## config.mk

```make
export PLATFORM = sky130hd
export DESIGN_NAME = qrs_peak_detector
export DESIGN_NICKNAME = d
export VERILOG_FILES = /design/src/rtl/qrs_peak_detector.sv
export SDC_FILE = /design/constraint.sdc
export NUM_CORES = 1
export LEC_CHECK = 0
export CAP_MARGIN = 0
export CORE_ASPECT_RATIO = 0.6
export CORE_MARGIN = 2
export CORE_UTILIZATION = 50
export DETAILED_ROUTE_END_ITERATION = 8
export GPL_TIMING_DRIVEN = 1
export PLACE_DENSITY_LB_ADDON = 0.3
export SYNTH_ARGS = -nofsm -noshare
export SYNTH_HDL_FRONTEND = slang
export SYNTH_SLANG_ARGS = --single-unit
```

## constraint.sdc

```tcl
create_clock -name clk -period 5.7 [get_ports clk]
set_input_delay 1.71 -clock clk [delete_from_list [all_inputs] [get_ports clk]]
set_output_delay 1.71 -clock clk [all_outputs]
set_load 0.1 [all_outputs]
```

## src/rtl/qrs_peak_detector.sv

```systemverilog
// -----------------------------------------------------------------------------
// qrs_peak_detector
//   Finds R-peaks in a per-cycle ECG sample stream and reports one pulse per
//   beat. The detector works in four phases:
//     LEARN   - take the running maximum of the first LEARN_LEN valid samples.
//               This seeds the signal-peak estimate (spk) and the threshold.
//     SEARCH  - wait for a sample strictly above the threshold.
//     TRACK   - follow the QRS complex and keep the largest sample as the
//               candidate. The candidate is emitted when the signal drops back
//               to or below the threshold, or after MAX_QRS samples.
//     REFRACT - skip REFRACT_LEN valid samples so one beat yields one pulse.
//   When a candidate is emitted, spk moves 1/8 of the way toward the new peak
//   amplitude, and the threshold becomes spk/2.
//
// Ports
//   clk           in   clock
//   nrst          in   synchronous active-low reset
//   sample_in     in   [DATA_WIDTH-1:0] unsigned ECG sample
//   sample_valid  in   sample_in / sample_idx qualify this cycle
//   sample_idx    in   [CTR_WIDTH-1:0] index of sample_in
//   peak_valid    out  one-cycle pulse; peak_* and rr_* updated
//   peak_index    out  [CTR_WIDTH-1:0] index of detected R-peak
//   peak_amp      out  [DATA_WIDTH-1:0] amplitude of detected R-peak
//   rr_interval   out  [CTR_WIDTH-1:0] peak_index - previous peak_index (modular)
//   rr_valid      out  rr_interval meaningful (0 for first peak after reset)
//   threshold     out  [DATA_WIDTH-1:0] current detection threshold
//   learning      out  high while in LEARN
// -----------------------------------------------------------------------------
module qrs_peak_detector #(
  parameter int DATA_WIDTH  = 11,
  parameter int CTR_WIDTH   = 24,
  parameter int LEARN_LEN   = 720,
  parameter int REFRACT_LEN = 72,
  parameter int MAX_QRS     = 54
) (
  input  logic                  clk,
  input  logic                  nrst,
  input  logic [DATA_WIDTH-1:0] sample_in,
  input  logic                  sample_valid,
  input  logic [CTR_WIDTH-1:0]  sample_idx,
  output logic                  peak_valid,
  output logic [CTR_WIDTH-1:0]  peak_index,
  output logic [DATA_WIDTH-1:0] peak_amp,
  output logic [CTR_WIDTH-1:0]  rr_interval,
  output logic                  rr_valid,
  output logic [DATA_WIDTH-1:0] threshold,
  output logic                  learning
);

  localparam int LCW = $clog2(LEARN_LEN + 1);
  localparam int RCW = $clog2(REFRACT_LEN + 1);
  localparam int QCW = $clog2(MAX_QRS + 1);

  // The "last" constants are reached on the final counted sample, so the
  // phase ends on the same edge that consumes that sample.
  localparam logic [LCW-1:0] LEARN_LAST = LCW'(LEARN_LEN - 1);
  localparam logic [RCW-1:0] REF_LAST   = RCW'(REFRACT_LEN - 1);
  localparam logic [QCW-1:0] QRS_LAST   = QCW'(MAX_QRS - 1);

  typedef enum logic [1:0] {
    ST_LEARN   = 2'd0,
    ST_SEARCH  = 2'd1,
    ST_TRACK   = 2'd2,
    ST_REFRACT = 2'd3
  } state_t;

  // spk <- spk - spk/8 + amp/8. The result never exceeds max(spk, amp), so
  // the wider intermediate can be truncated back to DATA_WIDTH.
  function automatic logic [DATA_WIDTH-1:0] spk_update(
    input logic [DATA_WIDTH-1:0] spk,
    input logic [DATA_WIDTH-1:0] amp
  );
    logic [DATA_WIDTH:0] acc;
    acc = {1'b0, spk} - {4'b0000, spk[DATA_WIDTH-1:3]} + {4'b0000, amp[DATA_WIDTH-1:3]};
    return acc[DATA_WIDTH-1:0];
  endfunction

  state_t                state_r, state_s;
  logic [LCW-1:0]        learn_cnt_r, learn_cnt_s;
  logic [RCW-1:0]        ref_cnt_r, ref_cnt_s;
  logic [QCW-1:0]        qrs_cnt_r, qrs_cnt_s;
  logic [DATA_WIDTH-1:0] max_r, max_s;
  logic [DATA_WIDTH-1:0] spk_r, spk_s, new_spk_s;
  logic [DATA_WIDTH-1:0] thr_r, thr_s;
  logic [DATA_WIDTH-1:0] cand_amp_r, cand_amp_s;
  logic [CTR_WIDTH-1:0]  cand_idx_r, cand_idx_s;
  logic [CTR_WIDTH-1:0]  last_idx_r, last_idx_s;
  logic                  have_last_r, have_last_s;
  logic                  emit_s;
  logic [DATA_WIDTH-1:0] emit_amp_s;
  logic [CTR_WIDTH-1:0]  emit_idx_s;
  logic [CTR_WIDTH-1:0]  rr_s;

  logic                  peak_valid_r;
  logic [CTR_WIDTH-1:0]  peak_index_r;
  logic [DATA_WIDTH-1:0] peak_amp_r;
  logic [CTR_WIDTH-1:0]  rr_interval_r;
  logic                  rr_valid_r;
  logic                  learning_r;

  // Next-state and datapath update; everything holds unless sample_valid.
  always_comb begin
    state_s     = state_r;
    learn_cnt_s = learn_cnt_r;
    ref_cnt_s   = ref_cnt_r;
    qrs_cnt_s   = qrs_cnt_r;
    max_s       = max_r;
    spk_s       = spk_r;
    new_spk_s   = spk_r;
    thr_s       = thr_r;
    cand_amp_s  = cand_amp_r;
    cand_idx_s  = cand_idx_r;
    last_idx_s  = last_idx_r;
    have_last_s = have_last_r;
    emit_s      = 1'b0;
    emit_amp_s  = cand_amp_r;
    emit_idx_s  = cand_idx_r;
    rr_s        = cand_idx_r - last_idx_r;

    if (sample_valid) begin
      case (state_r)
        ST_LEARN: begin
          if (sample_in > max_r) begin
            max_s = sample_in;
          end else begin
            max_s = max_r;
          end
          // The closing learn sample seeds spk/threshold only; it is not
          // itself tested against the threshold.
          if (learn_cnt_r == LEARN_LAST) begin
            spk_s       = max_s;
            thr_s       = {1'b0, max_s[DATA_WIDTH-1:1]};
            learn_cnt_s = {LCW{1'b0}};
            state_s     = ST_SEARCH;
          end else begin
            learn_cnt_s = learn_cnt_r + LCW'(1);
          end
        end
        ST_SEARCH: begin
          if (sample_in > thr_r) begin
            cand_amp_s = sample_in;
            cand_idx_s = sample_idx;
            qrs_cnt_s  = QCW'(1);
            state_s    = ST_TRACK;
          end else begin
            state_s = ST_SEARCH;
          end
        end
        ST_TRACK: begin
          if (sample_in <= thr_r) begin
            // The candidate is already above threshold, so this sample
            // cannot replace it.
            emit_s = 1'b1;
          end else begin
            // A strict compare means a plateau keeps its earliest index.
            if (sample_in > cand_amp_r) begin
              cand_amp_s = sample_in;
              cand_idx_s = sample_idx;
            end else begin
              cand_amp_s = cand_amp_r;
            end
            if (qrs_cnt_r == QRS_LAST) begin
              emit_s = 1'b1;
            end else begin
              qrs_cnt_s = qrs_cnt_r + QCW'(1);
            end
          end
          emit_amp_s = cand_amp_s;
          emit_idx_s = cand_idx_s;
        end
        ST_REFRACT: begin
          if (ref_cnt_r == REF_LAST) begin
            ref_cnt_s = {RCW{1'b0}};
            state_s   = ST_SEARCH;
          end else begin
            ref_cnt_s = ref_cnt_r + RCW'(1);
          end
        end
        default: begin
          state_s = ST_LEARN;
        end
      endcase

      rr_s = emit_idx_s - last_idx_r;
      if (emit_s) begin
        new_spk_s   = spk_update(spk_r, emit_amp_s);
        spk_s       = new_spk_s;
        thr_s       = {1'b0, new_spk_s[DATA_WIDTH-1:1]};
        last_idx_s  = emit_idx_s;
        have_last_s = 1'b1;
        ref_cnt_s   = {RCW{1'b0}};
        state_s     = ST_REFRACT;
      end else begin
        new_spk_s = spk_r;
      end
    end else begin
      state_s = state_r;
    end
  end

  // State, datapath and registered outputs, with synchronous reset.
  always_ff @(posedge clk) begin
    if (!nrst) begin
      state_r       <= ST_LEARN;
      learn_cnt_r   <= {LCW{1'b0}};
      ref_cnt_r     <= {RCW{1'b0}};
      qrs_cnt_r     <= {QCW{1'b0}};
      max_r         <= {DATA_WIDTH{1'b0}};
      spk_r         <= {DATA_WIDTH{1'b0}};
      thr_r         <= {DATA_WIDTH{1'b0}};
      cand_amp_r    <= {DATA_WIDTH{1'b0}};
      cand_idx_r    <= {CTR_WIDTH{1'b0}};
      last_idx_r    <= {CTR_WIDTH{1'b0}};
      have_last_r   <= 1'b0;
      peak_valid_r  <= 1'b0;
      peak_index_r  <= {CTR_WIDTH{1'b0}};
      peak_amp_r    <= {DATA_WIDTH{1'b0}};
      rr_interval_r <= {CTR_WIDTH{1'b0}};
      rr_valid_r    <= 1'b0;
      learning_r    <= 1'b1;
    end else begin
      state_r      <= state_s;
      learn_cnt_r  <= learn_cnt_s;
      ref_cnt_r    <= ref_cnt_s;
      qrs_cnt_r    <= qrs_cnt_s;
      max_r        <= max_s;
      spk_r        <= spk_s;
      thr_r        <= thr_s;
      cand_amp_r   <= cand_amp_s;
      cand_idx_r   <= cand_idx_s;
      last_idx_r   <= last_idx_s;
      have_last_r  <= have_last_s;
      peak_valid_r <= emit_s;
      learning_r   <= (state_s == ST_LEARN);
      if (emit_s) begin
        peak_index_r  <= emit_idx_s;
        peak_amp_r    <= emit_amp_s;
        rr_interval_r <= rr_s;
        rr_valid_r    <= have_last_r;
      end else begin
        peak_index_r  <= peak_index_r;
        peak_amp_r    <= peak_amp_r;
        rr_interval_r <= rr_interval_r;
        rr_valid_r    <= rr_valid_r;
      end
    end
  end

  assign peak_valid  = peak_valid_r;
  assign peak_index  = peak_index_r;
  assign peak_amp    = peak_amp_r;
  assign rr_interval = rr_interval_r;
  assign rr_valid    = rr_valid_r;
  assign threshold   = thr_r;
  assign learning    = learning_r;

endmodule
```

==> flow_metrics.tcl <==
set metrics [dict create \
    grt_antenna_before_repair 0 \
    syn_nets 1304 \
    synth_mux_area_frac 0.0612 \
    async_reset_ff_frac 0 \
    worst_slew_pin_slew_ns 1.04 \
    via_count 9655 \
    port_buffers 109 \
    first_pass_iters 5 \
    hp-class "reg2reg" \
    cts_buffers 17 \
    synth-seq-area-share 0.343 \
    root_buffer "clkbuf_16" \
    crit_family "compound AO/OA/AOI/OAI gates" \
    pwr-share-comb 0.081 \
    post_drt_wl_per_cell_um 18.6 \
    sw_frac_of_total 0.238 \
    std_cell_rows 39 \
    cts_max_level 4 \
    dieArea_um2 20900 \
    clk_pin_slew_ns 0.07 \
    synth_xor_area_frac 0.0329 \
    netlist.top_cell.by_area "dfxtp_1" \
    synth_fa_ha_area_frac 0.107 \
    required_ns 6.06 \
    synth_compound_area_frac 0.220 \
    grtUsageTotal 0.297 \
    path_common_cell "a21oi_2" \
    p_sw_mw 0.635 \
    grt_overflow 0 \
    clock_latency_ns 0.45 \
    synth.avg_cell_area_um2 8.30 \
    final_cell_mix "dfxtp_1 (169), buf_4 (131), clkdlybuf4s50_1 (98), nand3_1 (89)" \
    whs_ns 0.451 \
    drive_gt1_frac 0.189 \
    ys.flop_type "dfxtp_1" \
    core-area_um2 19200 \
    die_x_um 185 \
    final_area_um2 12900 \
    n_antenna_cell 0 \
    drv_cap 0 \
    drt_wl_total_mm 30.8 \
    path_class "in2reg" \
    synth_top_family_by_area "compound AO/OA/AOI/OAI gates" \
    hold_violations 0 \
    cp_max_fo 4 \
    numClockSinks 169 \
    period_minus_slack_ns 5.57 \
    cp-end-kind "flip-flop" \
    slowest_delay_ns 0.48 \
    yosys_warnings 0 \
    yosys_register_bits 169 \
    p_leak_nw 5.01 \
    cts-hold-fix-buffers 0 \
    slowest_stage "fa_1" \
    fmax_mhz 179 \
    drtAntennaViolNets 0 \
    final_common_cell "dfxtp_1" \
    path_cells "dlygate4sd2_1 > ha_1 > nand4_2 > a21oi_2 > o21ai_2 > a21oi_2 > and3_4 > nand2_8 > mux2i_2 > fa_1 > inv_1 > buf_4 > fa_2 > a21o_1 > a21oi_2 > o211ai_1 > a31o_2 > a21oi_2 > xnor2_2 > o22ai_2 > nor4b_2" \
    setup_viol 0 \
    grt_first_pass_wirelength_mm 48.4 \
    power_density_nw_per_um2 207 \
    maxSlewViolCount 0 \
    worst_ep_arrival_time_ns 5.93 \
    placed_area_um2 12000 \
    synth_top_area_share 0.343 \
    yosys.area_share.simple 0.164 \
    critPathLaunchType "primary input" \
    fin_skew_ns 0.0101 \
    synth_area_leaders "dfxtp_1 (34%), ha_1 (8.9%), o21ai_0 (4.7%)" \
    synthesis.area_um2 9850 \
    cts_tree "done" \
    clkPwrFrac 0.471 \
    setup_ws_ns 0.128 \
    place_congestion 0.922 \
    synth_edf_count 0 \
    layout.nets 1493 \
    netlist_instances 1187 \
    period_share 0.978 \
    grt_pass1_vias 9118 \
    vias_per_cell 5.83 \
    grt_max_degree 65 \
    crit_buf_inv 3 \
    fill_cells 1577 \
    peakVddDrop_mv 0.240 \
    post-place-ws_ns -0.859 \
    power_frac_seq 0.448 \
    yosysUniqueCellTypes 67 \
    start_util 0.514 \
    clk_path_buf_depth 2 \
    die_h_um 113 \
    dp_hpwl_mm 21.7 \
    ios 111 \
    drcViolationCount 0 \
    outcome "complete, no violations" \
    max_slew_margin 0.302 \
    internal_power_mw 2.03 \
    area_delta_synth_final_pct 30.5 \
    drtIter0Drc 1087 \
]
## timing repair
action / in CTS / in global routing
cloned: 0 / 0
setup endpoints to repair: 21 / 20
buffers inserted: 4 / 2
pin swaps: 12 / 23
gates resized for setup: 34 / 40
## worst min-delay path: stages (launching register included)
cell and delay [ns]:
dfxtp_1 0.31, nand2_1 0.05, a21oi_1 0.05
## cell usage after synthesis, types with 15 or more instances
| library cell | n |
|---|---|
| o21ai_0 | 92 |
| o21a_1 | 33 |
| a31oi_1 | 25 |
| ha_1 | 70 |
| xor2_1 | 22 |
| inv_1 | 86 |
| mux2i_1 | 22 |
| dfxtp_1 | 169 |
| clkbuf_1 | 37 |
| nand2_1 | 78 |
| nor3_1 | 19 |
| buf_4 | 17 |
| xnor2_1 | 15 |
| nor2_1 | 72 |
| nand3_1 | 90 |
| mux2_2 | 34 |
| a21boi_0 | 26 |
| a21oi_1 | 87 |
| a211oi_1 | 19 |
## kinds of logic (layout without fill, tap and decap cells)
kind of cell	after synthesis	after routing
AOI/OAI and AO/OA	349	349
buffers and inverters	164	366
adders and majority gates	79	79
DFF	169	169
other	1	1
muxes	56	56
and+or+nand+nor	332	332
xor gates and xnor gates	37	37
## per-layer routing
metal	vias to the layer above	GRT usage	share of wire
met1	4503	0.457	0.47
met4	0	0.0730	0.012
li1	4590	-	-
met3	40	0.0692	0.11
met5	-	0	0
met2	522	0.416	0.41
## state kept, by name, indices dropped and copies added (netlist names)
signal	flops
rr_valid	1
have_last_r	1
ref_cnt_r	7
cand_amp_r	11
qrs_cnt_r	6
spk_r	10
peak_amp	11
learning	1
state_r	2
peak_index	24
max_r	11
last_idx_r	24
rr_interval	24
threshold	1
peak_valid	1
cand_idx_r	24
learn_cnt_r	10
## power by group through the flow
| stage | registers [mW] | clock network (mW) | logic (mW) |
|---|---|---|---|
| 2_1_floorplan | 1.22 | 0 | 0.109 |
| 3_3_place_gp | 1.22 | 0 | 0.201 |
| 3_5_place_dp | 1.22 | 0 | 0.204 |
| 4_1_cts | 1.19 | 1.26 | 0.207 |
| 5_1_grt | 1.19 | 1.32 | 0.232 |
| 6_report | 1.19 | 1.25 | 0.216 |
## worst paths after layout
kind                   startpoint         endpoint  slack, ns  cells past startpoint
setup / recovery     sample_in[3]     threshold[9]       0.13                     21
hold reg to reg   rr_interval[11]  rr_interval[11]       0.45                      2
setup reg to reg         spk_r[3]     threshold[9]       1.06                     21
hold / removal    rr_interval[11]  rr_interval[11]       0.45                      2
## metrics by stage
| stage | power (mW) | instances | setup TNS (ns) | utilization |
|---|---|---|---|---|
| 3_3_place_gp | 1.42 | 1617 | -12.84 | 0.625 |
| 4_1_cts | 2.66 | 1653 | 0 | 0.663 |
| 6_report | 2.67 | 1655 | 0 | 0.670 |
| 3_5_place_dp | 1.42 | 1617 | -15.22 | 0.625 |
| 2_1_floorplan | 1.33 | 1187 | 0 | - |
| 5_1_grt | 2.74 | 1655 | -0.000671 | 0.670 |
## cell type report
| type | instances | area (µm²) | share of cell area |
|---|---|---|---|
| repair buffers | 247 | 2170 | 0.169 |
| well taps | 266 | 333 | 0.0259 |
| flip-flops and latches | 169 | 3380 | 0.263 |
| clock inverters | 9 | 136 | 0.0106 |
| multi-input cells | 854 | 6010 | 0.467 |
| inverters | 87 | 328 | 0.0255 |
| clock buffers | 23 | 498 | 0.0387 |
No activity file was read; power rests on OpenSTA's default activity.
